## src/rtl/counter_sequencer_pkg.sv

```systemverilog
// Shared types and constants for the counter run-control sequencer.
package counter_sequencer_pkg;

    typedef enum logic [1:0] {
        StIdle   = 2'd0,
        StRun    = 2'd1,
        StPaused = 2'd2,
        StDone   = 2'd3
    } state_e;

    localparam logic DIR_UP   = 1'b1;
    localparam logic DIR_DOWN = 1'b0;

endpackage

```

## src/rtl/counter_sequencer_if.sv

```systemverilog
// Register/control-side bundle of the counter sequencer: config, commands and status.
interface counter_sequencer_if #(
    parameter int unsigned WIDTH = 4,
    parameter int unsigned PRE_W = 8
);

    logic [WIDTH-1:0] cfg_load_val;
    logic [PRE_W-1:0] cfg_prescale;
    logic             cfg_dir;
    logic             cfg_auto_reload;
    logic             start;
    logic             stop;
    logic             pause;
    logic             irq_ack;
    logic [WIDTH-1:0] count;
    logic             busy;
    logic             done;
    logic             tc_pulse;
    logic             irq;

    modport master (
        output cfg_load_val, cfg_prescale, cfg_dir, cfg_auto_reload,
        output start, stop, pause, irq_ack,
        input  count, busy, done, tc_pulse, irq
    );

    modport slave (
        input  cfg_load_val, cfg_prescale, cfg_dir, cfg_auto_reload,
        input  start, stop, pause, irq_ack,
        output count, busy, done, tc_pulse, irq
    );

endinterface

```

## src/rtl/tick_prescaler.sv

```systemverilog
// Step-rate prescaler: raises tick once every (divisor+1) enabled cycles; holds while disabled.
module tick_prescaler #(
    parameter int unsigned PRE_W = 8
) (
    input  logic             clk,
    input  logic             rstn,
    input  logic             enable,
    input  logic             clear,
    input  logic [PRE_W-1:0] divisor,
    output logic             tick
);

    logic [PRE_W-1:0] pre_cnt_q, pre_cnt_d;

    assign tick = enable && (pre_cnt_q == divisor);

    always_comb begin
        pre_cnt_d = pre_cnt_q;
        if (clear) begin
            pre_cnt_d = '0;
        end else if (tick) begin
            pre_cnt_d = '0;
        end else if (enable) begin
            pre_cnt_d = pre_cnt_q + 1'b1;
        end
    end

    always_ff @(posedge clk or negedge rstn) begin
        if (!rstn) begin
            pre_cnt_q <= '0;
        end else begin
            pre_cnt_q <= pre_cnt_d;
        end
    end

endmodule

```

## src/rtl/counter_sequencer.sv

```systemverilog
// Run-control sequencer for a WIDTH-bit counter: start/stop/pause sequencing,
// prescaled stepping, terminal-count detection and a sticky interrupt.
module counter_sequencer
    import counter_sequencer_pkg::*;
#(
    parameter int unsigned WIDTH = 4,
    parameter int unsigned PRE_W = 8
) (
    input logic                clk,
    input logic                rstn,
    counter_sequencer_if.slave bus
);

    state_e           state_q, state_d;
    logic [WIDTH-1:0] count_q, count_d;
    logic             tc_q, tc_d;
    logic             irq_q, irq_d;

    logic [WIDTH-1:0] sh_load_q, sh_load_d;
    logic [PRE_W-1:0] sh_pre_q, sh_pre_d;
    logic             sh_dir_q, sh_dir_d;
    logic             sh_auto_q, sh_auto_d;

    logic             start_ok;
    logic             pre_enable;
    logic             pre_clear;
    logic             tick;
    logic [WIDTH-1:0] terminal;

    // Up runs 0 -> load_val, down runs load_val -> 0; the range never crosses a wrap.
    function automatic logic [WIDTH-1:0] start_value(input logic dir,
                                                     input logic [WIDTH-1:0] load_val);
        return (dir == DIR_DOWN) ? load_val : '0;
    endfunction

    assign terminal   = (sh_dir_q == DIR_UP) ? sh_load_q : '0;
    assign start_ok   = bus.start && !bus.stop && ((state_q == StIdle) || (state_q == StDone));
    assign pre_enable = (state_q == StRun) && !bus.pause && !bus.stop;
    assign pre_clear  = bus.stop || start_ok;

    tick_prescaler #(
        .PRE_W(PRE_W)
    ) u_prescaler (
        .clk    (clk),
        .rstn   (rstn),
        .enable (pre_enable),
        .clear  (pre_clear),
        .divisor(sh_pre_q),
        .tick   (tick)
    );

    always_comb begin
        state_d   = state_q;
        count_d   = count_q;
        tc_d      = 1'b0;
        irq_d     = irq_q;
        sh_load_d = sh_load_q;
        sh_pre_d  = sh_pre_q;
        sh_dir_d  = sh_dir_q;
        sh_auto_d = sh_auto_q;

        // Ack is applied first so a coincident terminal count below overrides it.
        if (bus.irq_ack) begin
            irq_d = 1'b0;
        end

        unique case (state_q)
            StIdle, StDone: begin
                if (bus.stop) begin
                    state_d = StIdle;
                end else if (bus.start) begin
                    sh_load_d = bus.cfg_load_val;
                    sh_pre_d  = bus.cfg_prescale;
                    sh_dir_d  = bus.cfg_dir;
                    sh_auto_d = bus.cfg_auto_reload;
                    count_d   = start_value(bus.cfg_dir, bus.cfg_load_val);
                    state_d   = StRun;
                end
            end
            StRun: begin
                if (bus.stop) begin
                    state_d = StIdle;
                end else if (bus.pause) begin
                    state_d = StPaused;
                end else if (tick) begin
                    if (count_q == terminal) begin
                        tc_d  = 1'b1;
                        irq_d = 1'b1;
                        if (sh_auto_q) begin
                            count_d = start_value(sh_dir_q, sh_load_q);
                        end else begin
                            state_d = StDone;
                        end
                    end else if (sh_dir_q == DIR_UP) begin
                        count_d = count_q + 1'b1;
                    end else begin
                        count_d = count_q - 1'b1;
                    end
                end
            end
            StPaused: begin
                if (bus.stop) begin
                    state_d = StIdle;
                end else if (!bus.pause) begin
                    state_d = StRun;
                end
            end
            default: state_d = StIdle;
        endcase
    end

    always_ff @(posedge clk or negedge rstn) begin
        if (!rstn) begin
            state_q   <= StIdle;
            count_q   <= '0;
            tc_q      <= 1'b0;
            irq_q     <= 1'b0;
            sh_load_q <= '0;
            sh_pre_q  <= '0;
            sh_dir_q  <= 1'b0;
            sh_auto_q <= 1'b0;
        end else begin
            state_q   <= state_d;
            count_q   <= count_d;
            tc_q      <= tc_d;
            irq_q     <= irq_d;
            sh_load_q <= sh_load_d;
            sh_pre_q  <= sh_pre_d;
            sh_dir_q  <= sh_dir_d;
            sh_auto_q <= sh_auto_d;
        end
    end

    assign bus.count    = count_q;
    assign bus.busy     = (state_q == StRun) || (state_q == StPaused);
    assign bus.done     = (state_q == StDone);
    assign bus.tc_pulse = tc_q;
    assign bus.irq      = irq_q;

endmodule

```

## src/flat_wrapper.sv

```systemverilog
// flat-port wrapper written by rule: the top's interface ports become plain ports
module counter_sequencer_flat import counter_sequencer_pkg::*;
#(
    parameter int unsigned WIDTH = 4,
    parameter int unsigned PRE_W = 8
)
  (clk, rstn, bus_cfg_load_val, bus_cfg_prescale, bus_cfg_dir, bus_cfg_auto_reload, bus_start, bus_stop, bus_pause, bus_irq_ack, bus_count, bus_busy, bus_done, bus_tc_pulse, bus_irq);
  counter_sequencer_if #(.WIDTH(WIDTH), .PRE_W(PRE_W)) bus_i ();
  input logic clk;
  input logic rstn;
  input wire logic [$bits(bus_i.cfg_load_val)-1:0] bus_cfg_load_val;
  input wire logic [$bits(bus_i.cfg_prescale)-1:0] bus_cfg_prescale;
  input wire logic [$bits(bus_i.cfg_dir)-1:0] bus_cfg_dir;
  input wire logic [$bits(bus_i.cfg_auto_reload)-1:0] bus_cfg_auto_reload;
  input wire logic [$bits(bus_i.start)-1:0] bus_start;
  input wire logic [$bits(bus_i.stop)-1:0] bus_stop;
  input wire logic [$bits(bus_i.pause)-1:0] bus_pause;
  input wire logic [$bits(bus_i.irq_ack)-1:0] bus_irq_ack;
  output wire logic [$bits(bus_i.count)-1:0] bus_count;
  output wire logic [$bits(bus_i.busy)-1:0] bus_busy;
  output wire logic [$bits(bus_i.done)-1:0] bus_done;
  output wire logic [$bits(bus_i.tc_pulse)-1:0] bus_tc_pulse;
  output wire logic [$bits(bus_i.irq)-1:0] bus_irq;
  assign bus_i.cfg_load_val = bus_cfg_load_val;
  assign bus_i.cfg_prescale = bus_cfg_prescale;
  assign bus_i.cfg_dir = bus_cfg_dir;
  assign bus_i.cfg_auto_reload = bus_cfg_auto_reload;
  assign bus_i.start = bus_start;
  assign bus_i.stop = bus_stop;
  assign bus_i.pause = bus_pause;
  assign bus_i.irq_ack = bus_irq_ack;
  assign bus_count = bus_i.count;
  assign bus_busy = bus_i.busy;
  assign bus_done = bus_i.done;
  assign bus_tc_pulse = bus_i.tc_pulse;
  assign bus_irq = bus_i.irq;
  counter_sequencer #(.WIDTH(WIDTH), .PRE_W(PRE_W)) u_core (.clk(clk), .rstn(rstn), .bus(bus_i));
endmodule
```

## config.mk

```make
export PLATFORM = sky130hd
export DESIGN_NAME = counter_sequencer_flat
export DESIGN_NICKNAME = d
export VERILOG_FILES = /design/src/rtl/counter_sequencer_pkg.sv /design/src/rtl/counter_sequencer_if.sv /design/src/rtl/tick_prescaler.sv /design/src/rtl/counter_sequencer.sv /design/src/flat_wrapper.sv
export SDC_FILE = /design/constraint.sdc
export NUM_CORES = 1
export LEC_CHECK = 0
export ABC_AREA = 1
export CAP_MARGIN = 20
export CORE_MARGIN = 2
export CORE_UTILIZATION = 35
export DETAILED_ROUTE_END_ITERATION = 10
export PLACE_DENSITY = 0.57
export RECOVER_POWER = 50
export SLEW_MARGIN = 20
export SYNTH_ARGS = -nofsm -noshare
export SYNTH_HDL_FRONTEND = slang
export SYNTH_HIERARCHICAL = 1
export SYNTH_SLANG_ARGS = --single-unit
```

## constraint.sdc

```tcl
create_clock -name clk -period 2.6 [get_ports clk]
set_input_delay 0.39 -clock clk [delete_from_list [all_inputs] [get_ports clk]]
set_output_delay 0.39 -clock clk [all_outputs]
set_load 0.01 [all_outputs]
```

==> flow_metrics.env <==
export IMPL_status="finished with violations"
export IMPL_violations="capacitance limit, slew limit"
export IMPL_cts_resized=0
export IMPL_layout_common_cells="nand2_1 (78), inv_1 (32), dfrtp_1 (30)"
export IMPL_drv_slew=31
export IMPL_place_congestion=0.791
export IMPL_min_period_ns=2.28
export IMPL_r2r_start="u_core/state_q[0]$_DFFE_PN0P_"
export IMPL_ys_ff_latch=30
export IMPL_maxSlewHeadroom_pct=-7.19
export IMPL_rows=27
export IMPL_initial_utilization_pct=35.8
export IMPL_startpoint_type="register"
export IMPL_ff2ff_path_depth=9
export IMPL_vias=1546
export IMPL_drt_vias_per_instance=4.38
export IMPL_power_density_nw_per_um2=970
export IMPL_clkTransAtPathRegs_ns=0.06
export IMPL_ys_seq_area_share_pct=38.5
export IMPL_min_to="u_core/sh_pre_q[7]$_DFFE_PN0P_"
export IMPL_worstPathRequired_ns=2.77
export IMPL_syn_nets=272
export IMPL_cts_hold_buf=0
export IMPL_synth_warnings=6
export IMPL_synth_distinct_cells=30
export IMPL_antenna_found_initial=0
export IMPL_finish_net_count=307
export IMPL_drt_pass1_iter_count=4
export IMPL_synth_edf_count=0
export IMPL_fin_skew_ns=0.00416
export IMPL_clk_latency_ns=0.28
export IMPL_r2r_end="u_core/bus.count[3]$_DFFE_PN0P_"
export IMPL_leakagePower_nw=1.20
export IMPL_routed_wl_mm=3.75
export IMPL_ioPinCount=28
export IMPL_setup_viol=0
export IMPL_cts_sinks=30
export IMPL_synth_area_per_cell_sq_um=7.95
export IMPL_grt_overflow_total=0
export IMPL_post_drt_wl_per_cell_um=10.6
export IMPL_cts_tree="done"
export IMPL_initialDrtViolationCount=65
export IMPL_hp_class="reg -> reg"
export IMPL_grt_max_degree=31
export IMPL_numCtsBuffers=5
export IMPL_rsz0062_at_grt="false"
export IMPL_grt_pass1_vias=1456
export IMPL_final_util_pct=44.0
export IMPL_power_mw=2.32
export IMPL_track_usage_pct=13.3
export IMPL_hpwl_mm=2.81
export IMPL_r2r_slack_ns=0.32
export IMPL_clock_fmax_ghz=0.438
export IMPL_grt_pass1_wl_mm=6.40
export IMPL_peakVddDrop_v=0.000491
export IMPL_chipHeight_um=78.6
export IMPL_max_cap_violations=1
export IMPL_end_kind="register"
export IMPL_ys_flop_type="dfrtp_1"
export IMPL_layout_drive_gt1_share_pct=14.9
export IMPL_dieWidth_um=78.6
export IMPL_portBuffers=27
export IMPL_clk_path_buf_depth=2
export IMPL_final_antenna_net_count=0
export IMPL_synthCells=245
export IMPL_hold_start="u_core/sh_pre_q[7]$_DFFE_PN0P_"
export IMPL_drc=0
export IMPL_tns_ns=0
export IMPL_n_antenna_cell=0
export IMPL_crit_fanout=18
export IMPL_dieArea_sq_um=6180
export IMPL_cts_setup_buffers=0
export IMPL_h_tree_depth=2
export IMPL_netlist_area_sq_um=1950
export IMPL_area_growth_pct=22.9
export IMPL_synth_async_reset_ratio_pct=100
export IMPL_crit_type="reg -> reg"
export IMPL_core_sq_um=5440
export IMPL_whs_path_depth=1
export IMPL_cts_root_buf="clkbuf_8"
export IMPL_hold_viol_final=0
export IMPL_timing_final_crit_share_pct=87.8
export IMPL_layout_commonest_cell="nand2_1"
export IMPL_worst_pin_slew_ns=1.61
export IMPL_arrival_ns=2.46
==> metrics by stage <==
step | worst slack, ns | hold slack (ns) | instance area [sq um] | cells
2_1_floorplan | 0.340 | 0.0944 | 1950 | 245
3_3_place_gp | 0.224 | 0.491 | 2310 | 345
3_5_place_dp | 0.123 | 0.497 | 2310 | 345
4_1_cts | 0.403 | 0.508 | 2410 | 353
5_1_grt | 0.0736 | 0.534 | 2390 | 353
6_report | 0.317 | 0.509 | 2390 | 353
==> how the worst max path moves through the flow <==
stage,startpoint,end,cells after the start
detailed placement,bus_stop,u_core/bus.count[3]$_DFFE_PN0P_,16
CTS,u_core/state_q[1]$_DFFE_PN0P_,u_core/bus.count[3]$_DFFE_PN0P_,16
global placement,bus_stop,u_core/bus.count[0]$_DFFE_PN0P_,16
finish,u_core/state_q[0]$_DFFE_PN0P_,u_core/bus.count[3]$_DFFE_PN0P_,9
floorplan,u_core/state_q[1]$_DFFE_PN0P_,u_core/bus.count[0]$_DFFE_PN0P_,17
global route,u_core/state_q[0]$_DFFE_PN0P_,u_core/bus.count[1]$_DFFE_PN0P_,9
==> kinds of logic after synthesis <==
| group | after synthesis | synth area share (%) |
|---|---|---|
| buffers and inverters | 39 | 8.16 |
| AO/OA/AOI/OAI | 11 | 3.66 |
| multiplexers | 11 | 6.36 |
| AND/OR/NAND/NOR | 136 | 33.5 |
| flip-flops | 30 | 38.5 |
| adder cells (fa/ha/maj) | 7 | 4.88 |
| XOR/XNOR | 11 | 4.95 |
==> state kept, by name (all words and copies together), names as in the netlist, 2 cells and up <==
name,count
u_core/bus.count,4
u_core/sh_load_q,4
u_core/sh_pre_q,8
u_core/state_q,2
u_core/u_prescaler/pre_cnt_q,8
==> worst max-delay path, stage by stage, from the launching register on <==
cell and delay (ns):
dfrtp_1 0.41, inv_1 0.06, ha_1 0.32, nand3_1 0.11
clkbuf_1 0.71, o21ai_1 0.26, inv_1 0.13, a21oi_2 0.06
nand2_1 0.07, nand2_1 0.05
==> layout make-up <==
type	count	area (sq um)
Tap cell	72	90.1
Sequential cell	30	751
Timing Repair Buffer	31	293
Clock inverter	1	5.00
Fill cell	571	3050
Inverter	36	135
Multi-Input combinational cell	176	1030
Clock buffer	7	86.3
==> layer usage <==
layer	share of wire [%]	wire length (um)	GRT usage, %	vias up
met5	0	0	0	-
met4	0.99	37	4.74	0
met3	3.8	142	3.22	5
met2	49	1830	21.9	27
met1	47	1750	16.8	693
li1	-	-	-	821
==> Yosys cell counts, types with 3 or more instances <==
| cell type | instances | area [sq um] |
|---|---|---|
| nand2_1 | 78 | 293 |
| inv_1 | 32 | 120 |
| dfrtp_1 | 30 | 751 |
| nor2_1 | 18 | 67.6 |
| nand3_1 | 17 | 85.1 |
| nand2_2 | 9 | 56.3 |
| xor2_1 | 9 | 78.8 |
| mux2_2 | 8 | 90.1 |
| ha_1 | 6 | 75.1 |
| a21oi_1 | 5 | 25.0 |
| inv_2 | 4 | 15.0 |
| mux2_1 | 3 | 33.8 |
| nand3_2 | 3 | 30.0 |
| nor2_2 | 3 | 18.8 |
==> where the power goes <==
| group | switching, mW | internal, mW | total (mW) | leakage, nW |
|---|---|---|---|---|
| clock network | 0.172 | 0.213 | 0.385 | 0.0482 |
| registers | 0.161 | 0.615 | 0.776 | 0.379 |
| logic | 0.652 | 0.509 | 1.16 | 0.772 |
| total | 0.985 | 1.34 | 2.32 | 1.20 |
Power figures use the tool's default switching activity.
